===== src/rtl/codec_init_seq_if.sv =====
// Control and pad-facing signals of the codec boot sequencer.
// The sequencer uses the slave view; top-level control logic uses the master view.
interface codec_init_seq_if;
   logic       start;
   logic       sda_in;
   logic       scl_oe;
   logic       sda_oe;
   logic       busy;
   logic       done;
   logic       err;
   logic [2:0] idx;

   modport slave (
      input  start, sda_in,
      output scl_oe, sda_oe, busy, done, err, idx
   );

   modport master (
      output start, sda_in,
      input  scl_oe, sda_oe, busy, done, err, idx
   );
endinterface


===== src/rtl/codec_init_seq.sv =====
// Open-drain I2C master that writes the fixed five-entry codec register table after start.
// Every bus phase change is aligned to a quarter-bit tick derived from clk.
//
// state   | meaning
// --------+-------------------------------------------------------------
// S_IDLE  | bus released, waiting for start
// S_START | q0 SDA low with SCL high, q1 SCL low
// S_BIT   | shift one data bit: q0 drive SDA, q1 release SCL, q3 pull SCL
// S_ACK   | release SDA, clock the ack bit, sample SDA on q2
// S_STOP  | q0 SDA low, q1 release SCL, q2 release SDA
// S_GAP   | bus released for GAP clk cycles before the next write
// S_FIN   | publish done/err and drop busy
module codec_init_seq #(
   parameter int         QDIV = 125,
   parameter int         GAP  = 20000,
   parameter logic [6:0] ADDR = 7'h1A
) (
   input  logic            clk,
   input  logic            reset,
   codec_init_seq_if.slave bus
);
   localparam int TW = $clog2(QDIV);
   localparam int GW = (GAP > 1) ? $clog2(GAP) : 1;

   typedef enum logic [2:0] {
      S_IDLE, S_START, S_BIT, S_ACK, S_STOP, S_GAP, S_FIN
   } state_t;

   state_t          state, state_nxt;
   logic [TW-1:0]   tcnt;
   logic            tick, tick_clr;
   logic [1:0]      q, q_nxt;
   logic [2:0]      bit_n, bit_nxt;
   logic [1:0]      byte_n, byte_nxt;
   logic [2:0]      idx_r, idx_nxt;
   logic            nack, nack_nxt;
   logic [GW-1:0]   gap_cnt, gap_nxt;
   logic            scl_r, scl_nxt;
   logic            sda_r, sda_nxt;
   logic            busy_r, busy_nxt;
   logic            done_r, done_nxt;
   logic            err_r, err_nxt;
   logic [1:0]      sda_sync;
   logic [7:0]      cur_byte;

   // Table entries are {reg[6:0], dat[8:0]} so the two payload bytes fall out as slices.
   function automatic logic [7:0] rom_byte(input logic [2:0] i, input logic [1:0] b);
      logic [15:0] e;
      case (i)
         3'd0:    e = {7'h08, 9'h023};
         3'd1:    e = {7'h06, 9'h000};
         3'd2:    e = {7'h07, 9'h040};
         3'd3:    e = {7'h09, 9'h001};
         default: e = {7'h02, 9'h17F};
      endcase
      case (b)
         2'd0:    rom_byte = {ADDR, 1'b0};
         2'd1:    rom_byte = e[15:8];
         default: rom_byte = e[7:0];
      endcase
   endfunction

   assign tick     = (tcnt == TW'(QDIV - 1));
   assign cur_byte = rom_byte(idx_r, byte_n);

   always_ff @(posedge clk or posedge reset) begin
      if (reset) begin
         tcnt     <= '0;
         sda_sync <= 2'b11;
      end else begin
         tcnt     <= (tick_clr || tick) ? '0 : tcnt + 1'b1;
         sda_sync <= {sda_sync[0], bus.sda_in};
      end
   end

   always_ff @(posedge clk or posedge reset) begin
      if (reset) begin
         state   <= S_IDLE;
         q       <= 2'd0;
         bit_n   <= 3'd7;
         byte_n  <= 2'd0;
         idx_r   <= 3'd0;
         nack    <= 1'b0;
         gap_cnt <= '0;
         scl_r   <= 1'b0;
         sda_r   <= 1'b0;
         busy_r  <= 1'b0;
         done_r  <= 1'b0;
         err_r   <= 1'b0;
      end else begin
         state   <= state_nxt;
         q       <= q_nxt;
         bit_n   <= bit_nxt;
         byte_n  <= byte_nxt;
         idx_r   <= idx_nxt;
         nack    <= nack_nxt;
         gap_cnt <= gap_nxt;
         scl_r   <= scl_nxt;
         sda_r   <= sda_nxt;
         busy_r  <= busy_nxt;
         done_r  <= done_nxt;
         err_r   <= err_nxt;
      end
   end

   always_comb begin
      state_nxt = state;
      q_nxt     = q;
      bit_nxt   = bit_n;
      byte_nxt  = byte_n;
      idx_nxt   = idx_r;
      nack_nxt  = nack;
      gap_nxt   = gap_cnt;
      scl_nxt   = scl_r;
      sda_nxt   = sda_r;
      busy_nxt  = busy_r;
      done_nxt  = done_r;
      err_nxt   = err_r;
      tick_clr  = 1'b0;

      case (state)
         S_IDLE: begin
            scl_nxt = 1'b0;
            sda_nxt = 1'b0;
            if (bus.start && !busy_r) begin
               busy_nxt  = 1'b1;
               done_nxt  = 1'b0;
               err_nxt   = 1'b0;
               idx_nxt   = 3'd0;
               nack_nxt  = 1'b0;
               q_nxt     = 2'd0;
               tick_clr  = 1'b1;
               state_nxt = S_START;
            end
         end

         S_START: begin
            if (tick) begin
               if (q == 2'd0) begin
                  sda_nxt = 1'b1;
                  q_nxt   = 2'd1;
               end else begin
                  scl_nxt   = 1'b1;
                  q_nxt     = 2'd0;
                  byte_nxt  = 2'd0;
                  bit_nxt   = 3'd7;
                  state_nxt = S_BIT;
               end
            end
         end

         S_BIT: begin
            if (tick) begin
               q_nxt = q + 2'd1;
               case (q)
                  2'd0: sda_nxt = ~cur_byte[bit_n];
                  2'd1: scl_nxt = 1'b0;
                  2'd3: begin
                     scl_nxt = 1'b1;
                     if (bit_n == 3'd0) state_nxt = S_ACK;
                     else               bit_nxt   = bit_n - 3'd1;
                  end
                  default: ;
               endcase
            end
         end

         S_ACK: begin
            if (tick) begin
               q_nxt = q + 2'd1;
               case (q)
                  2'd0: sda_nxt  = 1'b0;
                  2'd1: scl_nxt  = 1'b0;
                  2'd2: nack_nxt = sda_sync[1];
                  default: begin
                     scl_nxt = 1'b1;
                     if (nack || byte_n == 2'd2) begin
                        state_nxt = S_STOP;
                     end else begin
                        byte_nxt  = byte_n + 2'd1;
                        bit_nxt   = 3'd7;
                        state_nxt = S_BIT;
                     end
                  end
               endcase
            end
         end

         S_STOP: begin
            if (tick) begin
               case (q)
                  2'd0: begin
                     sda_nxt = 1'b1;
                     q_nxt   = 2'd1;
                  end
                  2'd1: begin
                     scl_nxt = 1'b0;
                     q_nxt   = 2'd2;
                  end
                  default: begin
                     sda_nxt = 1'b0;
                     q_nxt   = 2'd0;
                     if (nack || idx_r == 3'd4) begin
                        state_nxt = S_FIN;
                     end else begin
                        gap_nxt   = GW'(GAP - 1);
                        state_nxt = S_GAP;
                     end
                  end
               endcase
            end
         end

         S_GAP: begin
            if (gap_cnt == '0) begin
               idx_nxt   = idx_r + 3'd1;
               q_nxt     = 2'd0;
               state_nxt = S_START;
            end else begin
               gap_nxt = gap_cnt - GW'(1);
            end
         end

         S_FIN: begin
            busy_nxt  = 1'b0;
            done_nxt  = ~nack;
            err_nxt   = nack;
            state_nxt = S_IDLE;
         end

         default: state_nxt = S_IDLE;
      endcase
   end

   assign bus.scl_oe = scl_r;
   assign bus.sda_oe = sda_r;
   assign bus.busy   = busy_r;
   assign bus.done   = done_r;
   assign bus.err    = err_r;
   assign bus.idx    = idx_r;
endmodule


===== src/flat_wrapper.sv =====
// flat-port wrapper written by rule: the top's interface ports become plain ports
module codec_init_seq_flat 
#(
   parameter int         QDIV = 125,
   parameter int         GAP  = 20000,
   parameter logic [6:0] ADDR = 7'h1A
)
  (clk, reset, bus_start, bus_sda_in, bus_scl_oe, bus_sda_oe, bus_busy, bus_done, bus_err, bus_idx);
  codec_init_seq_if bus_i ();
  input  logic clk;
  input  logic reset;
  input wire logic [$bits(bus_i.start)-1:0] bus_start;
  input wire logic [$bits(bus_i.sda_in)-1:0] bus_sda_in;
  output wire logic [$bits(bus_i.scl_oe)-1:0] bus_scl_oe;
  output wire logic [$bits(bus_i.sda_oe)-1:0] bus_sda_oe;
  output wire logic [$bits(bus_i.busy)-1:0] bus_busy;
  output wire logic [$bits(bus_i.done)-1:0] bus_done;
  output wire logic [$bits(bus_i.err)-1:0] bus_err;
  output wire logic [$bits(bus_i.idx)-1:0] bus_idx;
  assign bus_i.start = bus_start;
  assign bus_i.sda_in = bus_sda_in;
  assign bus_scl_oe = bus_i.scl_oe;
  assign bus_sda_oe = bus_i.sda_oe;
  assign bus_busy = bus_i.busy;
  assign bus_done = bus_i.done;
  assign bus_err = bus_i.err;
  assign bus_idx = bus_i.idx;
  codec_init_seq #(.QDIV(QDIV), .GAP(GAP), .ADDR(ADDR)) u_core (.clk(clk), .reset(reset), .bus(bus_i));
endmodule

===== config.mk =====
export PLATFORM = sky130hd
export DESIGN_NAME = codec_init_seq_flat
export DESIGN_NICKNAME = d
export VERILOG_FILES = /design/src/rtl/codec_init_seq_if.sv /design/src/rtl/codec_init_seq.sv /design/src/flat_wrapper.sv
export SDC_FILE = /design/constraint.sdc
export NUM_CORES = 1
export LEC_CHECK = 0
export CAP_MARGIN = 15
export CORE_ASPECT_RATIO = 0.6
export CORE_MARGIN = 1
export CORE_UTILIZATION = 25
export CTS_BUF_LIST = sky130_fd_sc_hd__clkbuf_4 sky130_fd_sc_hd__clkbuf_8 sky130_fd_sc_hd__clkbuf_16
export CTS_CLUSTER_SIZE = 8
export DETAILED_ROUTE_END_ITERATION = 8
export MAX_ROUTING_LAYER = met4
export PLACE_DENSITY = 0.4
export RECOVER_POWER = 25
export SLEW_MARGIN = 20
export SYNTH_ARGS = -nofsm -noshare
export SYNTH_HDL_FRONTEND = slang
export SYNTH_SLANG_ARGS = --single-unit

===== constraint.sdc =====
create_clock -name clk -period 4.8 [get_ports clk]
set_input_delay 0.96 -clock clk [delete_from_list [all_inputs] [get_ports clk]]
set_output_delay 0.96 -clock clk [all_outputs]
set_load 0.005 [all_outputs]

# After elaboration in Yosys (flattened, before gate mapping)
# Index checks and enable logic that the tools add are counted.
dict set report classes {
  n_addsub 6
  n_lt_le_gt_ge 1
  eq_ne 40
  mux 78
  bitwise 2
  n_reduce_logical 33
}
# cell count
set op_table {}
lappend op_table {{two-way mux 3 bit} 22}
lappend op_table {{two-way mux 15 bit} 4}
lappend op_table {{case mux 13 bit (4 select lines)} 1}
lappend op_table {{case mux 15 bit (2 select lines)} 1}
lappend op_table {{!= test 2 x 1 -> 1 bit (second input constant)} 14}
lappend op_table {{AND reduction 9 bit} 3}
lappend op_table {{two-way mux 2 bit} 11}
lappend op_table {{two-way mux 1 bit} 21}
lappend op_table {{!= test 2 bit (second input constant)} 9}
lappend op_table {{case mux 3 bit (6 select lines)} 1}
lappend op_table {{case mux 8 bit (2 select lines)} 1}
lappend op_table {{logical NOT 15 bit} 1}
lappend op_table {{subtractor 15 x 1 -> 15 bit (second input constant)} 1}
lappend op_table {{case mux 1 bit (2 select lines)} 7}
lappend op_table {{== test 3 x 2 -> 1 bit (second input constant)} 4}
lappend op_table {{== test 3 bit (second input constant)} 4}
lappend op_table {{AND reduction 6 bit} 2}
lappend op_table {{AND reduction 11 bit} 1}
lappend op_table {{case mux 1 bit (5 select lines)} 2}
lappend op_table {{case mux 2 bit (5 select lines)} 1}
lappend op_table {{nonzero test 2 bit} 5}
lappend op_table {{nonzero test 5 bit} 2}
lappend op_table {{logical NOT 3 bit} 3}
lappend op_table {{case mux 3 bit (3 select lines)} 1}
lappend op_table {{other kinds (26)} 38}
dict set report totals {
  reg_bits 43
  inputBits 4
  out_inout_bits 8
  wordCells 174
}

# Depth between registers and ports, before layout
dict set report logic_depth {
  depth_word 9
  ltp_mapped 8
  mapped_depth_nobuf 7
}

# Worst setup path before layout
# OpenSTA, ideal clock, no wires.
dict set report synth_timing {
  kind {register -> register}
  start {register u_core.gap_cnt[0]}
  end {register u_core.idx_r[0] (netlist: u_core.bus.idx[0])}
  setup_time_ns 0.125
  arrival_time_ns 1.946
  required_time_ns 4.675
  setup_slack_ns 2.729
  stages_incl_launch_ff 8
  n_path_buf 0
  synth_period_minus_slack_ns 2.071
  cell_sequence {dfrtp_1 > inv_1 > ha_1 > nor4b_2 > nand4_4 > and2_4 > or3_4 > mux2_4}
}
dict set report synth_via {
  elab_chain_len 3
}
# element line
set synth_lines {}
lappend synth_lines {{start, declared} codec_init_seq.sv:37} ;# logic [GW-1:0] gap_cnt, gap_nxt;
lappend synth_lines {{start signal, assigned} codec_init_seq.sv:97} ;# gap_cnt <= gap_nxt;
lappend synth_lines {{logical NOT 15 bit} codec_init_seq.sv:215} ;# if (gap_cnt == '0) begin
lappend synth_lines {{!= test 2 x 1 -> 1 bit (no line)} n/a}
lappend synth_lines {{AND reduction 3 bit (no line)} n/a}
lappend synth_lines {{end signal, assigned} codec_init_seq.sv:95} ;# idx_r <= idx_nxt;
lappend synth_lines {{end, declared} codec_init_seq.sv:35} ;# logic [2:0] idx_r, idx_nxt;
# No other way between the ends.
# A chain may end at the register's enable or synchronous reset.

==> results.sh <==
export IMPL_synth_seq_cells=43
export IMPL_post_cts_resized=0
export IMPL_async_flop_share_pct=100
export IMPL_synth_main_ff_cell="dfrtp_1"
export IMPL_path_delay_family="buffers and inverters"
export IMPL_track_usage_pct=13.6
export IMPL_numClockSinks=43
export IMPL_tightest_slew_ns=1.72
export IMPL_grt_busiest_layer="met1"
export IMPL_netlist_instances=314
export IMPL_rows=29
export IMPL_finalNetCount=342
export IMPL_post_cts_buffers=0
export IMPL_crit_path_max_incr_delay_ns=1.22
export IMPL_synth_edf_count=0
export IMPL_use_met3_pct=2.97
export IMPL_path_class="in2async"
export IMPL_ir_drop_v=0.000134
export IMPL_worstPathMaxFanout=43
export IMPL_cts_tree="done"
export IMPL_io_buffer_count=11
export IMPL_max_freq_ghz=0.376
export IMPL_viasPerCell=4.97
export IMPL_wl_microns=7100
export IMPL_stdcell_area_sq_mm=0.00324
export IMPL_final_hold_viol_count=0
export IMPL_finalCriticalPeriod_ns=2.66
export IMPL_yosys_top_cells_area="dfrtp_1 (34%), ha_1 (7.9%), dfstp_2 (4.6%)"
export IMPL_maxCapViolCount=1
export IMPL_drtAntennaViolNets=0
export IMPL_cts_buffers=5
export IMPL_whs_ns=0.358
export IMPL_status="complete, but fails checks"
export IMPL_drc=0
export IMPL_setup_tns_ns=0
export IMPL_diodes=0
export IMPL_grt_start_max_net_pins=44
export IMPL_p_per_area_mw_per_mm2=242
export IMPL_antenna_found_initial=0
export IMPL_cp_start_kind="primary input"
export IMPL_maxSlewViolCount=44
export IMPL_use_met1_pct=21.8
export IMPL_slew_headroom_pct=-15.1
export IMPL_ys_warn_count=0
export IMPL_io_pin_count=12
export IMPL_dp_cells=452
export IMPL_clock_latency_ns=0.29
export IMPL_firstDrtPassIters=4
export IMPL_power_w=0.000783
export IMPL_areaGrowthSynthToFinish_pct=14.3
export IMPL_arrival_ns=2.74
export IMPL_die_h_microns=84.5
export IMPL_ys_seq_area_share_pct=38.2
export IMPL_required_ns=4.88
export IMPL_cts_hold_buf=0
export IMPL_setup_violations=0
export IMPL_final_cell_count_no_fill=460
export IMPL_violations="max-capacitance violations, max-slew violations"
export IMPL_htreeDepth=2
export IMPL_place_area_sq_mm=0.00307
export IMPL_synth_top_area_cell="dfrtp_1"
export IMPL_path_clk_slew_ns=0.07
export IMPL_clock_path_buffers=2
export IMPL_hpwlAfterDp_microns=5130
export IMPL_yosysMostFrequentCell="dfrtp_1"
export IMPL_p_leak_nw=1.37
export IMPL_drt_initial_drc_count=175
export IMPL_synth_cell_type_count=60
export IMPL_overflow=0
export IMPL_syn_area_sq_mm=0.00284
export IMPL_hold_class="reg2reg"
export IMPL_fin_skew_ns=0.00739
export IMPL_final_layout_size_suffix_gt1_share_pct=9.03
export IMPL_syn_num_nets=336
export IMPL_endpoint_kind="async pin"
export IMPL_initial_core_util_pct=26.2
export IMPL_cp_slowest_cell="inv_1"
export IMPL_first_global_vias=2180
export IMPL_core_area_sq_mm=0.0108
export IMPL_cts_root_buf="clkbuf_16"
export IMPL_grt_pass1_wl_microns=12000
export IMPL_ys_top_cells_by_count="dfrtp_1 (38), nor2_1 (29), nand2_1 (25), inv_1 (22), nand3_1 (21)"
export IMPL_cp_num_buf_inv=2
export IMPL_use_met2_pct=15.8
export IMPL_crit_chain="dlygate4sd3_1 > inv_1"
export IMPL_vias=2286
export IMPL_rsz0062_at_grt="false"
export IMPL_wl_per_cell_microns=15.4
export IMPL_synth_area_per_cell_sq_um=9.03
export IMPL_die_w_microns=139
export IMPL_place_gp_congestion=0.815
export IMPL_timing_final_crit_share_pct=55.5
export IMPL_yosysTopAreaCellShare_pct=33.5
export IMPL_dieArea_sq_mm=0.0118
## path summary, 6_finish.rpt
kind,to,startpoint,cells past startpoint,slack (ns)
setup / recovery,u_core.bus.sda_oe,reset,2,2.14
hold / removal,u_core.sda_sync[1],u_core.sda_sync[0],0,0.36
setup reg to reg,u_core.gap_cnt[8],u_core.state[0],5,2.18
hold reg to reg,u_core.sda_sync[1],u_core.sda_sync[0],0,0.36
max in group clk,u_core.gap_cnt[8],u_core.state[0],5,2.18
min in group asynchronous,u_core.tcnt[4],reset,2,1.64
## where the power goes
| part | switching [W] | internal [W] | leakage (nW) |
|---|---|---|---|
| clock | 0.000162 | 0.000248 | 0.0804 |
| combinational | 0.00000771 | 0.00000198 | 0.747 |
| sequential | 0.000000239 | 0.000364 | 0.542 |
## layer usage
| metal | vias to the layer above | wire length (microns) |
|---|---|---|
| met1 | 1091 | 4290 |
| met2 | 36 | 2510 |
| met5 | - | 0 |
| met4 | 0 | 65 |
| li1 | 1154 | - |
| met3 | 5 | 234 |
## layout by cell type (no fill, tap or decap), types with 6 or more instances in the layout
cell / n
dfrtp_1: 38
nor2_1: 30
nand2_1: 25
inv_1: 22
nand3_1: 21
ha_1: 18
a21oi_1: 14
o21ai_0: 13
nor3_1: 11
xor2_1: 10
clkdlybuf4s50_1: 9
o211ai_1: 6
## registers in the layout (all words and copies together), names as in the netlist, 2 cells and up
signal / count
u_core.bit_n: 3
u_core.bus.idx: 3
u_core.byte_n: 2
u_core.gap_cnt: 15
u_core.q: 2
u_core.sda_sync: 2
u_core.state: 3
u_core.tcnt: 7
## through the flow
step,util (%),worst slack (ns)
after floorplan,-,2.73
after global placement,28.4,2.17
after detailed placement,28.4,2.14
after CTS,30.0,2.43
after global routing,30.0,1.73
final,30.0,2.14
## kinds of logic after synthesis
group,after synthesis,share of synthesized area (%)
adders and majority gates,18,7.94
xor gates and xnor gates,13,4.02
AOI/OAI and AO/OA,69,16.8
and+or+nand+nor,130,26.2
DFF,43,38.2
buffers and inverters,36,4.94
muxes,5,1.99
## layout make-up
| class | count | area, sq um |
|---|---|---|
| Sequential cell | 43 | 1080 |
| Timing Repair Buffer | 12 | 118 |
| Multi-Input combinational cell | 235 | 1610 |
| Clock inverter | 3 | 46.3 |
| Clock buffer | 5 | 125 |
| Tap cell | 139 | 174 |
| Fill cell | 1152 | 7570 |
| Inverter | 23 | 86.3 |
Note: power is estimated with default switching activity, not from simulation.
